File: config.mk
export PLATFORM = sky130hd
export DESIGN_NAME = timer_sequencer
export DESIGN_NICKNAME = d
export VERILOG_FILES = /design/src/rtl/timer_sequencer.sv
export SDC_FILE = /design/constraint.sdc
export NUM_CORES = 1
export LEC_CHECK = 0
export CAP_MARGIN = 20
export CORE_MARGIN = 2
export CORE_UTILIZATION = 40
export CTS_CLUSTER_DIAMETER = 100
export DETAILED_ROUTE_END_ITERATION = 12
export PLACE_DENSITY = 0.52
export SLEW_MARGIN = 20
export SYNTH_ARGS = -nofsm -noshare
export SYNTH_HDL_FRONTEND = slang
export SYNTH_SLANG_ARGS = --single-unit
File: constraint.sdc
create_clock -name clock -period 6.9 [get_ports clock]
set_clock_uncertainty 0.2 [all_clocks]
set_input_delay 1.38 -clock clock [delete_from_list [all_inputs] [get_ports clock]]
set_output_delay 1.38 -clock clock [all_outputs]
set_load 0.01 [all_outputs]
File: src/rtl/timer_sequencer.sv
// Button-driven control sequencer for a countdown timer: debounces four buttons,
// arbitrates them into datapath commands, and drives the one-second tick and alarm blink.
module timer_sequencer #(
   parameter int TICK_DIV     = 100000000,
   parameter int DEBOUNCE_CYC = 1000000,
   parameter int ALARM_SECS   = 10
) (
   input  logic       clock,
   input  logic       reset,
   input  logic       btn_start,
   input  logic       btn_pause,
   input  logic       btn_min,
   input  logic       btn_sec,
   input  logic       count_done,
   output logic       cmd_start,
   output logic       cmd_pause,
   output logic       cmd_get_min,
   output logic       cmd_get_sec,
   output logic       tick,
   output logic       alarm_led,
   output logic [1:0] mode
);

   localparam logic [1:0] ST_IDLE  = 2'd0;
   localparam logic [1:0] ST_RUN   = 2'd1;
   localparam logic [1:0] ST_HOLD  = 2'd2;
   localparam logic [1:0] ST_ALARM = 2'd3;

   localparam int PW = $clog2(TICK_DIV) + 1;
   localparam int DW = $clog2(DEBOUNCE_CYC) + 1;
   localparam int SW = $clog2(ALARM_SECS) + 1;

   localparam logic [PW-1:0] PRESC_LAST = PW'(TICK_DIV - 1);
   localparam logic [DW-1:0] DEB_LAST   = DW'(DEBOUNCE_CYC - 1);
   localparam logic [SW-1:0] ASEC_LAST  = SW'(ALARM_SECS - 1);

   // Bit order doubles as priority: pause(3) > start(2) > min(1) > sec(0).
   logic [3:0] btn_raw;
   logic [3:0] deb_level;
   logic [3:0] deb_prev_reg;
   logic [3:0] event_reg;

   assign btn_raw = {btn_pause, btn_start, btn_min, btn_sec};

   genvar gi;
   generate
      for (gi = 0; gi < 4; gi++) begin : g_btn
         logic          sync1_reg;
         logic          sync2_reg;
         logic          deb_reg;
         logic [DW-1:0] cnt_reg;

         always_ff @(posedge clock) begin
            if (reset) begin
               sync1_reg <= 1'b0;
               sync2_reg <= 1'b0;
               deb_reg   <= 1'b0;
               cnt_reg   <= '0;
            end else begin
               sync1_reg <= btn_raw[gi];
               sync2_reg <= sync1_reg;
               if (sync2_reg == deb_reg) begin
                  cnt_reg <= '0;
               end else if (cnt_reg == DEB_LAST) begin
                  deb_reg <= sync2_reg;
                  cnt_reg <= '0;
               end else begin
                  cnt_reg <= cnt_reg + DW'(1);
               end
            end
         end

         assign deb_level[gi] = deb_reg;
      end
   endgenerate

   // Registering the edge keeps the command exactly DEBOUNCE_CYC+3 cycles behind the press.
   always_ff @(posedge clock) begin
      if (reset) begin
         deb_prev_reg <= '0;
         event_reg    <= '0;
      end else begin
         deb_prev_reg <= deb_level;
         event_reg    <= deb_level & ~deb_prev_reg;
      end
   end

   logic win_pause, win_start, win_min, win_sec, any_event;

   assign win_pause = event_reg[3];
   assign win_start = event_reg[2] & ~event_reg[3];
   assign win_min   = event_reg[1] & ~(|event_reg[3:2]);
   assign win_sec   = event_reg[0] & ~(|event_reg[3:1]);
   assign any_event = |event_reg;

   logic [1:0]    state_reg, state_next;
   logic [PW-1:0] presc_reg, presc_next;
   logic [PW-1:0] apre_reg, apre_next;
   logic [SW-1:0] asec_reg, asec_next;
   logic          led_reg, led_next;
   logic          tick_reg, tick_next;
   logic          cmd_start_reg, cmd_start_next;
   logic          cmd_pause_reg, cmd_pause_next;
   logic          cmd_min_reg, cmd_min_next;
   logic          cmd_sec_reg, cmd_sec_next;

   always_comb begin
      state_next     = state_reg;
      presc_next     = presc_reg;
      apre_next      = apre_reg;
      asec_next      = asec_reg;
      led_next       = 1'b0;
      tick_next      = 1'b0;
      cmd_start_next = 1'b0;
      cmd_pause_next = 1'b0;
      cmd_min_next   = 1'b0;
      cmd_sec_next   = 1'b0;

      case (state_reg)
         ST_IDLE: begin
            if (win_start) begin
               cmd_start_next = 1'b1;
               state_next     = ST_RUN;
               presc_next     = '0;
            end else if (win_min) begin
               cmd_min_next = 1'b1;
            end else if (win_sec) begin
               cmd_sec_next = 1'b1;
            end
         end
         ST_RUN: begin
            // Reaching 00:00 beats a simultaneous pause and freezes the prescaler.
            if (count_done) begin
               state_next = ST_ALARM;
               led_next   = 1'b1;
               apre_next  = '0;
               asec_next  = '0;
            end else begin
               if (presc_reg == PRESC_LAST) begin
                  presc_next = '0;
                  tick_next  = 1'b1;
               end else begin
                  presc_next = presc_reg + PW'(1);
               end
               if (win_pause) begin
                  cmd_pause_next = 1'b1;
                  state_next     = ST_HOLD;
               end
            end
         end
         ST_HOLD: begin
            if (win_pause) begin
               cmd_pause_next = 1'b1;
               state_next     = ST_RUN;
            end
         end
         default: begin
            led_next = led_reg;
            if (any_event) begin
               state_next = ST_IDLE;
               led_next   = 1'b0;
            end else if (apre_reg == PRESC_LAST) begin
               apre_next = '0;
               if (asec_reg == ASEC_LAST) begin
                  state_next = ST_IDLE;
                  led_next   = 1'b0;
               end else begin
                  asec_next = asec_reg + SW'(1);
                  led_next  = ~led_reg;
               end
            end else begin
               apre_next = apre_reg + PW'(1);
            end
         end
      endcase
   end

   always_ff @(posedge clock) begin
      if (reset) begin
         state_reg     <= ST_IDLE;
         presc_reg     <= '0;
         apre_reg      <= '0;
         asec_reg      <= '0;
         led_reg       <= 1'b0;
         tick_reg      <= 1'b0;
         cmd_start_reg <= 1'b0;
         cmd_pause_reg <= 1'b0;
         cmd_min_reg   <= 1'b0;
         cmd_sec_reg   <= 1'b0;
      end else begin
         state_reg     <= state_next;
         presc_reg     <= presc_next;
         apre_reg      <= apre_next;
         asec_reg      <= asec_next;
         led_reg       <= led_next;
         tick_reg      <= tick_next;
         cmd_start_reg <= cmd_start_next;
         cmd_pause_reg <= cmd_pause_next;
         cmd_min_reg   <= cmd_min_next;
         cmd_sec_reg   <= cmd_sec_next;
      end
   end

   assign mode        = state_reg;
   assign tick        = tick_reg;
   assign alarm_led   = led_reg;
   assign cmd_start   = cmd_start_reg;
   assign cmd_pause   = cmd_pause_reg;
   assign cmd_get_min = cmd_min_reg;
   assign cmd_get_sec = cmd_sec_reg;

endmodule
# Word-level counts from Yosys, hierarchy flattened
# Cells that the tools add are included.
[word_totals]
reg_bits = 173
latch_bits = 0
ramBits = 0
rom_bits = 0
in_bits = 7
elab_cells = 130
mem_count = 0
[classes]
addsub = 7
multipliers = 0
div = 0
magnitude_cmp = 0
eq_ne = 20
shifts = 0
muxes = 33
n_bitwise = 16
reduce_logical = 26
[op_table]
columns = ["cell", "n"]
rows = [
  ["$mux W28", 6],
  ["$pmux W28 S2", 2],
  ["$add A21 B1 Y21 const B", 4],
  ["$eq A21 B20 Y1 const B", 4],
  ["$add A28 B1 Y28 const B", 2],
  ["$eq A28 B27 Y1 const B", 2],
  ["$reduce_or A3 Y1", 7],
  ["$mux W5", 4],
  ["$mux W2", 7],
  ["$not A1 Y1", 11],
  ["$mux W1", 10],
  ["$pmux W5 S2", 1],
  ["$reduce_and A5 Y1", 2],
  ["$reduce_bool A5 Y1", 2],
  ["$ne A2 B2 Y1 const B", 4],
  ["$reduce_and A2 Y1", 4],
  ["$reduce_or A4 Y1", 2],
  ["$pmux W2 S3", 1],
  ["$reduce_and A3 Y1", 2],
  ["$reduce_or A2 Y1", 3],
  ["$add A5 B1 Y5 const B", 1],
  ["$eq A5 B4 Y1 const B", 1],
  ["$and A4 B4 Y4", 1],
  ["$eq A1 B1 Y1", 4],
  ["other kinds (10)", 15],
]

# Depth between registers and ports, before layout
# Gate-level depths: netlist of run 1.
[logic_depth]
ltp_word = 5
depth_mapped = 9
mapped_depth_nobuf = 7

# Worst setup path before layout of run 1
# No wires, ideal clock.
[synth_path]
path_type = "input -> register"
startpoint = "in count_done"
endpoint = "reg apre_reg[23]"
setup_time_ns = 0.073
arrival_ns = 2.873
t_required_ns = 6.627
setup_slack_ns = 3.754
path_stages = 6
path_buffers = 1
cell_sequence = "nand2b_1 > o211ai_1 > or4_1 > clkbuf_1 > or3_1 > a21oi_1"
[synth_via]
elab_chain_cells = 2
[synth_lines]
columns = ["element", "line", "rtl"]
rows = [
  ["from (decl)", "14", "input logic count_done,"],
  ["$ne A2 B2 Y1 (no source line)", "-", ""],
  ["$reduce_and A3 Y1 (no source line)", "-", ""],
  ["to (signal assigned)", "193", "apre_reg <= apre_next;"],
  ["to (decl)", "98", "logic [PW-1:0] apre_reg, apre_next;"],
]
# Every way passes these cells.
# A chain may end at the register's enable or synchronous reset.

# Final worst setup path of run 1
[layout_path]
startpoint = "in count_done"
endpoint = "reg apre_reg[22]"
# Same word-level chain as after synthesis.

==> out/results.txt, run 1 <==
The run gives 0.02063 sq mm as the total die area. The first global-routing pass estimated 26870 um of wire. The total setup violations reported at the end of the flow was 0. The average footprint of a synthesized cell works out to 8.505 sq um. In this run the tightest slew margin relative to its limit is 38.60%. After floorplanning, the core was sized to cover 0.01927 sq mm.

The antenna violation net count after detailed routing was 0; the synthesis-to-finish area growth was 12.64%. The final layout contains routed wiring with a total length of 15420 um. The number of levels the H-tree was split into was 4; the total of flip-flops plus latches after synthesis was 173.

The average wire per cell in the routed design is 12.87 um, and the share of the cycle needed by the critical path after routing is 54.08%. The placed wire-length estimate is 10480 um. The run gives 367 as the first-iteration detailed-routing DRC count. The flip-flop count of the largest register, all copies and words added works out to 84. Buffers inserted to repair hold after CTS numbered 0. The total overflow left after global routing is 0. The measured slew at the worst slew-check pin is 0.9166 ns, and the count of cells resized by post-cts repair is 0. The logs give 1.644 mW for the total internal power and 6.2% for the combinational fraction of design power. The final sum of negative setup slack came out at 0 ns. Entering global routing, the biggest net connects 39 pins.

The starting density of the core is 40.47%. Setup repair after global routing left no endpoint under its margin. The logs give 173 for the sink count of the clock tree and 48.0% for the proportion of power drawn by flip-flops and latches. The die is 143.6 um wide. The capture instance of the worst register-to-register path was apre_reg[22]$_SDFFE_PP0P_. The total power per unit cell area came out at 241.4 mW/mm^2. Clock latency on the worst-skew pair, taken at its later pin, is 0.42 ns.

The minimum clock period was 3.732 ns; the global-route total usage across every layer was 15.97%. Among all flip-flop cells after synthesis, the most frequent one is dfxtp_1. The repair_antennas step left the layout with diodes totalling 0. Across all layers, the routed design uses 6061 vias. The root buffer selected by CTS is clkbuf_16. Of all nets on the critical path, the largest fanout is 11. Class of the most critical setup path: primary input to flip-flop. In this run the critical register-to-register path is launched from mode[1]$_SDFFE_PP0P_. At the worst endpoint, the required time is 7.05 ns. The tools report the startpoint kind of the worst setup timing path as a primary input. For this run, the register share of the synthesized area comes to 44.41%. Across the run, the number of max-cap violations was 0.

TritonCTS built the clock tree. The tools report the static leakage as 2.733 nW. The number of synthesized flops with an enable pin was 0.

The largest area contributor in the synthesized netlist is dfxtp_1. Input and output buffers added on the ports amount to 14. The final number of max-transition violations is 0. The highest achievable clock rate is 268.0 MHz. The count of buffers added by post-CTS timing repair for setup was 0; the height of the chip was 143.6 um. The placement row count is 51, and the switching share of power is 22.44%. The number of endpoints with negative hold slack in the final report is 0. The flow ran to the end, and the final reports show no timing, DRC or antenna violations. Net count after synthesis: 936. During synthesis, Yosys emitted a total of 0 warnings. The worst hold path begins at deb_prev_reg[1]$_SDFF_PP0_. Clock-pin slew was measured on the worst setup and hold paths at 0.06 ns.

Sorting the synthesized cells by area gives the leading types as dfxtp_1 44%, nor2_1 7.6%, xnor2_1 6.2%. The worst path meets setup with 3.168 ns of slack. The run gives 5477 as the via count of the first global-routing pass.

The arrival time of data at the critical path endpoint is 3.88 ns, and the boundary pin count is 15. The top-area cell type share of the netlist area works out to 44.41%. Timing analysis after detailed placement gives a worst setup slack of 2.645 ns.

Maximum count of clock buffers along a single path: 2. The routability congestion estimate from global placement was 0.8003. Following the worst setup path forward leads to its endpoint at apre_reg[22]$_SDFFE_PP0P_. The final layout net count is 941, and the clock power share is 45.9%. Clock tree synthesis inserted a total of 17 buffers. Across the VDD grid, the largest voltage drop is 0.1582 mV. In the layout the commonest cells are 173 x dfxtp_1, 157 x nor2_1, 63 x nand2_1, 55 x nand3_1, 55 x xnor2_1. For this design the total switching power over the nets is 0.4758 mW.

The worst register-to-register path has a depth of 8. The fraction of final layout cells with drive strength greater than 1 is 3.966%, and the worst setup slack for register-to-register paths is 3.68 ns. The source of the critical timing path was count_done. Summing every instance area after synthesis gives 0.007799 sq mm. In the routed design, unresolved DRC markers number 0. The path class of the tightest hold or removal check is flip-flop to flip-flop. For this run, asynchronously set or reset flops after synthesis account for 0%. The first-pass iteration count of the detailed router came out at 5. Post-synthesis cell count: 917. STA classifies the critical path endpoint as a flip-flop. Detailed-route vias per instance: 5.059.

The tools report the initial antenna violation count as 0. Leaving out fill and tap cells, the most frequent cell in the layout is dfxtp_1. In this run, distinct cell masters in the synthesized netlist total 54.
## metrics by stage
| step | hold slack (ns) | instance area (sq um) | cells | power [mW] | utilization [%] |
|---|---|---|---|---|---|
| after global routing | 0.1829 | 8785 | 1198 | 2.205 | 45.59 |
| final | 0.1775 | 8785 | 1198 | 2.120 | 45.59 |
| after floorplan | 0.1674 | 7799 | 917 | 1.127 | - |
| after CTS | 0.1807 | 8770 | 1197 | 2.146 | 45.51 |
| after detailed placement | 0.1766 | 8178 | 1167 | 1.168 | 42.44 |
| after global placement | 0.1739 | 8178 | 1167 | 1.167 | 42.44 |
## cell usage after synthesis, types with 4 or more instances
master	count
o21ai_0	16
nand4_1	50
or3b_1	4
nor2_1	157
mux2i_1	5
and4_1	10
ha_1	12
xnor2_1	55
o21ai_1	5
nand2_1	63
nor2b_1	21
nor4_1	25
nand3_1	55
xor2_1	54
inv_1	24
a31oi_1	11
nand2b_1	5
and3_1	11
dfxtp_1	173
nor3_1	22
or3_1	20
and2_1	9
nor4b_1	8
clkbuf_1	27
a21oi_1	29
## routing by layer
metal	part of all wire (%)	track usage, %
met1	52	22.64
met2	44	24.06
met3	3.0	3.699
met4	1.3	5.005
met5	0	0
## power groups by stage
stage	Clock, mW	Combinational (mW)	Sequential [mW]
finish	0.972	0.130	1.02
global route	1.04	0.148	1.02
CTS	1.00	0.129	1.02
detailed placement	0	0.128	1.04
global placement	0	0.128	1.04
floorplan	0	0.0890	1.04
## critical path, stage by stage
cell,delay [ns]
clkdlybuf4s50_1,0.49
nand2b_1,0.26
o211ai_1,0.26
buf_4,0.26
or4_1,0.68
or3_1,0.40
a21oi_1,0.13
## cells by family after synthesis
group | after synthesis | share of synthesized area [%]
AO/OA/AOI/OAI | 80 | 6.161
XOR/XNOR | 109 | 12.24
adder cells (fa/ha/maj) | 12 | 1.925
buffers and inverters | 55 | 2.695
flip-flops | 173 | 44.41
multiplexers | 5 | 0.6418
AND/OR/NAND/NOR | 483 | 31.93
## worst min path at each step
stage | to | slack [ns] | cells past startpoint
4_1_cts | event_reg[1]$_SDFF_PP0_ | 0.18 | 1
2_1_floorplan | event_reg[0]$_SDFF_PP0_ | 0.17 | 1
6_report | event_reg[1]$_SDFF_PP0_ | 0.18 | 1
5_1_grt | event_reg[1]$_SDFF_PP0_ | 0.18 | 1
3_5_place_dp | event_reg[3]$_SDFF_PP0_ | 0.18 | 1
3_3_place_gp | event_reg[2]$_SDFF_PP0_ | 0.17 | 1
## final cells by class
type                       instances  area [sq um]
clock buffer                      25         485.5
clock inverter                     5         106.4
fill                            1943         10490
inverter                          24         90.09
multi-input combinational        689          4145
sequential                       173          3463
tap                              265         331.6
timing repair buffer              17         162.7
Power figures use the tool's default switching activity.
==> run 2, diff against run 1 <==
==> constraint.sdc (replaced) <==
create_clock -name clock -period 3.6 [get_ports clock]
set_clock_uncertainty 0.2 [all_clocks]
set_input_delay 0.72 -clock clock [delete_from_list [all_inputs] [get_ports clock]]
set_output_delay 0.72 -clock clock [all_outputs]
set_load 0.01 [all_outputs]
==> out/results.txt, run 2 (synthesized netlist as in run 1, its figures left out) <==
The detail route stage leaves a number of antenna-violating nets equal to 0. After legalization and detailed placement, the total HPWL measured 10460 um. The min-delay analysis places its worst path in the category flip-flop to flip-flop. The run gives 0 as the count of cells resized by post-cts repair.

No sink is reached through more buffers than the 2 on the longest clock path. The worst setup slack for register-to-register paths is 0.82 ns. The worst hold path terminates at event_reg[2]$_SDFF_PP0_. The quantity of hold-fixing buffers added after cts is 0. The share of the cycle needed by the critical path after routing is 77.23%, and the total power per unit cell area is 444.3 mW/mm^2.

The finished layout holds 1203 standard cells, fillers aside. Sequential cells burn 50.1% of the power. The tools report the via count of the first global-routing pass as 5495. For this design the total switching power over the nets is 0.9116 mW. The run gives 0.01927 sq mm as the area inside the core boundary. The slowest stage cell on the critical path was ha_1. The total overflow left after global routing is 0. The cell depth of the worst min-delay path is 1, and the width of the die is 143.6 um.

For this run, the total global-route usage over all layers was measured as 15.75%. The root buffer selected by CTS is clkbuf_16. The run gives 4 as the first-pass iteration count of the detailed router. At the end of routability-driven placement, the weighted congestion stood at 0.8292. The max capacitance violation total is 0. The worst vdd rail ir drop is 0.3039 mV.

The run finished with clean final reports. The highest achievable clock rate is 359.7 MHz. The signal on the critical path passes through inv_1 > ha_1 > nand2b_1 > buf_4 > o211a_1 > nand4_1 > and4_1 > a311o_1. The sink count of the clock tree was 173; the detailed-route vias per instance was 5.038. The delay contributed by the slowest stage of the critical path was 0.41 ns. The clock-pin slew reported for the worst setup and hold paths after clock tree synthesis works out to 0.06 ns. The total setup violations reported at the end of the flow is 0, and the average wire per cell in the routed design is 12.81 um. Once placement completed, the tool counted placed cells totaling 1172.

15 I/O pins were placed. Data on the critical path is required at its endpoint by 3.71 ns. The placement row count was 51; the measured slew at the worst slew-check pin was 0.9506 ns. Buffers inserted during clock tree synthesis total 17. Number of remaining DRC errors: 0.

The first routing iteration left 248 violations. Entering global routing, the biggest net connects 39 pins. The internal portion of the total power is 2.983 mW. Startpoint kind of the worst setup timing path: a flip-flop. From synthesis to final layout, the design area changed by 12.40%. The capture instance of the worst register-to-register path was asec_reg[0]$_SDFFE_PP0P_. The number of cells on the worst reg-to-reg path is 8.

For the number of endpoints with negative hold slack in the final report, the log shows 0. Measured against its own limit, the worst slew margin works out to 36.04%. The largest driver fanout on the critical path was 17; the starting density of the core was 40.47%.

The fraction of final layout cells with drive strength greater than 1 came out at 4.478%. The startpoint of the most critical hold path was deb_prev_reg[2]$_SDFF_PP0_. STA puts the critical path data arrival time at 2.89 ns. The logs give 0 for the initial antenna violation count and 2.727 nW for the static leakage. The antenna cell count was 0.

The worst setup path is captured at a flip-flop. Class of the most critical setup path: flip-flop to flip-flop. The tools report the number of levels the H-tree was split into as 4.

Setup repair after global routing left no endpoint under its margin. Input and output buffers added on the ports amount to 14. The final sum of negative setup slack was 0 ns; the combinational fraction of design power was 6.6%. TritonCTS built the clock tree. The final layout contains 945 nets. For the worst-skew pair, the clock arrives at the later sink with an insertion delay of 0.43 ns. Flip-flop count of the largest register, all copies and words added: 84. Count of buffers added by post-CTS timing repair for setup: 0.

The minimum clock period works out to 2.780 ns. The clock network is responsible for 43.3% of the overall power. The final number of max-transition violations is 0.

Leaving out fill and tap cells, the most frequent cell in the layout is dfxtp_1. The switching share of power was 23.41%. The first global-routing pass estimated 26400 um of wire. For this block, the via count after detailed routing is 6061. The library cells used most frequently in the layout, excluding fill and tap cells, are 173 x dfxtp_1, 157 x nor2_1, 63 x nand2_1, 55 x nand3_1, 55 x xnor2_1. The die covers 0.02063 sq mm. In this run the critical register-to-register path is launched from mode[1]$_SDFFE_PP0P_.

After filler insertion, the fill cell instance count of the layout stands at 1970. Summed over all layers, the routed wires come to 15410 um. In this run the vertical extent of the chip is 143.6 um.
[run 2: cell count changes in the layout (fill, tap and decap cells not counted), sizes merged]
cell / before / now
buf: 3 / 7
inv: 25 / 24
clkbuf: 25 / 26
clkinvlp: 1 / 3
clkinv: 0 / 2
bufinv: 3 / 0
[run 2: worst max path at each step]
stage          depth (start not counted)            startpoint                         to  slack (ns)
3_5_place_dp                           7            count_done   asec_reg[0]$_SDFFE_PP0P_        0.50
2_1_floorplan                          9  mode[0]$_SDFFE_PP0P_  apre_reg[23]$_SDFFE_PP0P_        0.99
4_1_cts                                8  mode[1]$_SDFFE_PP0P_   asec_reg[0]$_SDFFE_PP0P_        0.80
3_3_place_gp                           6            count_done  apre_reg[22]$_SDFFE_PP0P_        0.55
5_1_grt                                8  mode[1]$_SDFFE_PP0P_   asec_reg[0]$_SDFFE_PP0P_        0.59
6_report                               8  mode[1]$_SDFFE_PP0P_   asec_reg[0]$_SDFFE_PP0P_        0.82
[run 2: layout make-up]
type | instances | area, sq um | share of cell area, %
flip-flops and latches | 173 | 3463 | 39.51
well taps | 265 | 331.6 | 3.782
multi-input cells | 689 | 4134 | 47.16
repair buffers | 21 | 205.2 | 2.341
inverters | 24 | 90.09 | 1.028
clock inverters | 5 | 32.53 | 0.3711
clock buffers | 26 | 509.2 | 5.809
[run 2: power by group through the flow]
stage / registers [mW] / clock network [mW] / logic [mW]
after floorplan: 1.99 / 0 / 0.170
after global placement: 1.99 / 0 / 0.258
after detailed placement: 1.99 / 0 / 0.258
after CTS: 1.95 / 1.75 / 0.260
after global routing: 1.95 / 1.82 / 0.284
final: 1.95 / 1.69 / 0.256
[run 2: worst max-delay path: cells and delay by family, from the launching register on]
family | cells | cell delay, ns
adders and majority gates | 1 | 0.41
AOI/OAI and AO/OA | 2 | 0.71
and+or+nand+nor | 3 | 0.73
DFF | 1 | 0.37
buffers and inverters | 2 | 0.25
[run 2: metal layers]
metal  share of wire (%)  vias up  GRT usage (%)
met2                  44       69          24.39
met3                 2.8       15          3.332
met5                   0        -              0
met1                  52     2757          21.80
met4                 1.3        0          5.418
li1                    -     3220              -
[run 2: through the flow]
stage / hold slack [ns] / area (sq um) / util, % / setup WS [ns] / total power [mW]
4_1_cts: 0.1849 / 8766 / 45.49 / 0.8034 / 3.958
3_3_place_gp: 0.1708 / 8224 / 42.68 / 0.5521 / 2.250
3_5_place_dp: 0.1775 / 8224 / 42.68 / 0.5031 / 2.250
6_report: 0.1838 / 8766 / 45.49 / 0.8197 / 3.894
5_1_grt: 0.2048 / 8766 / 45.49 / 0.5887 / 4.058
2_1_floorplan: 0.1674 / 7799 / - / 0.9915 / 2.161
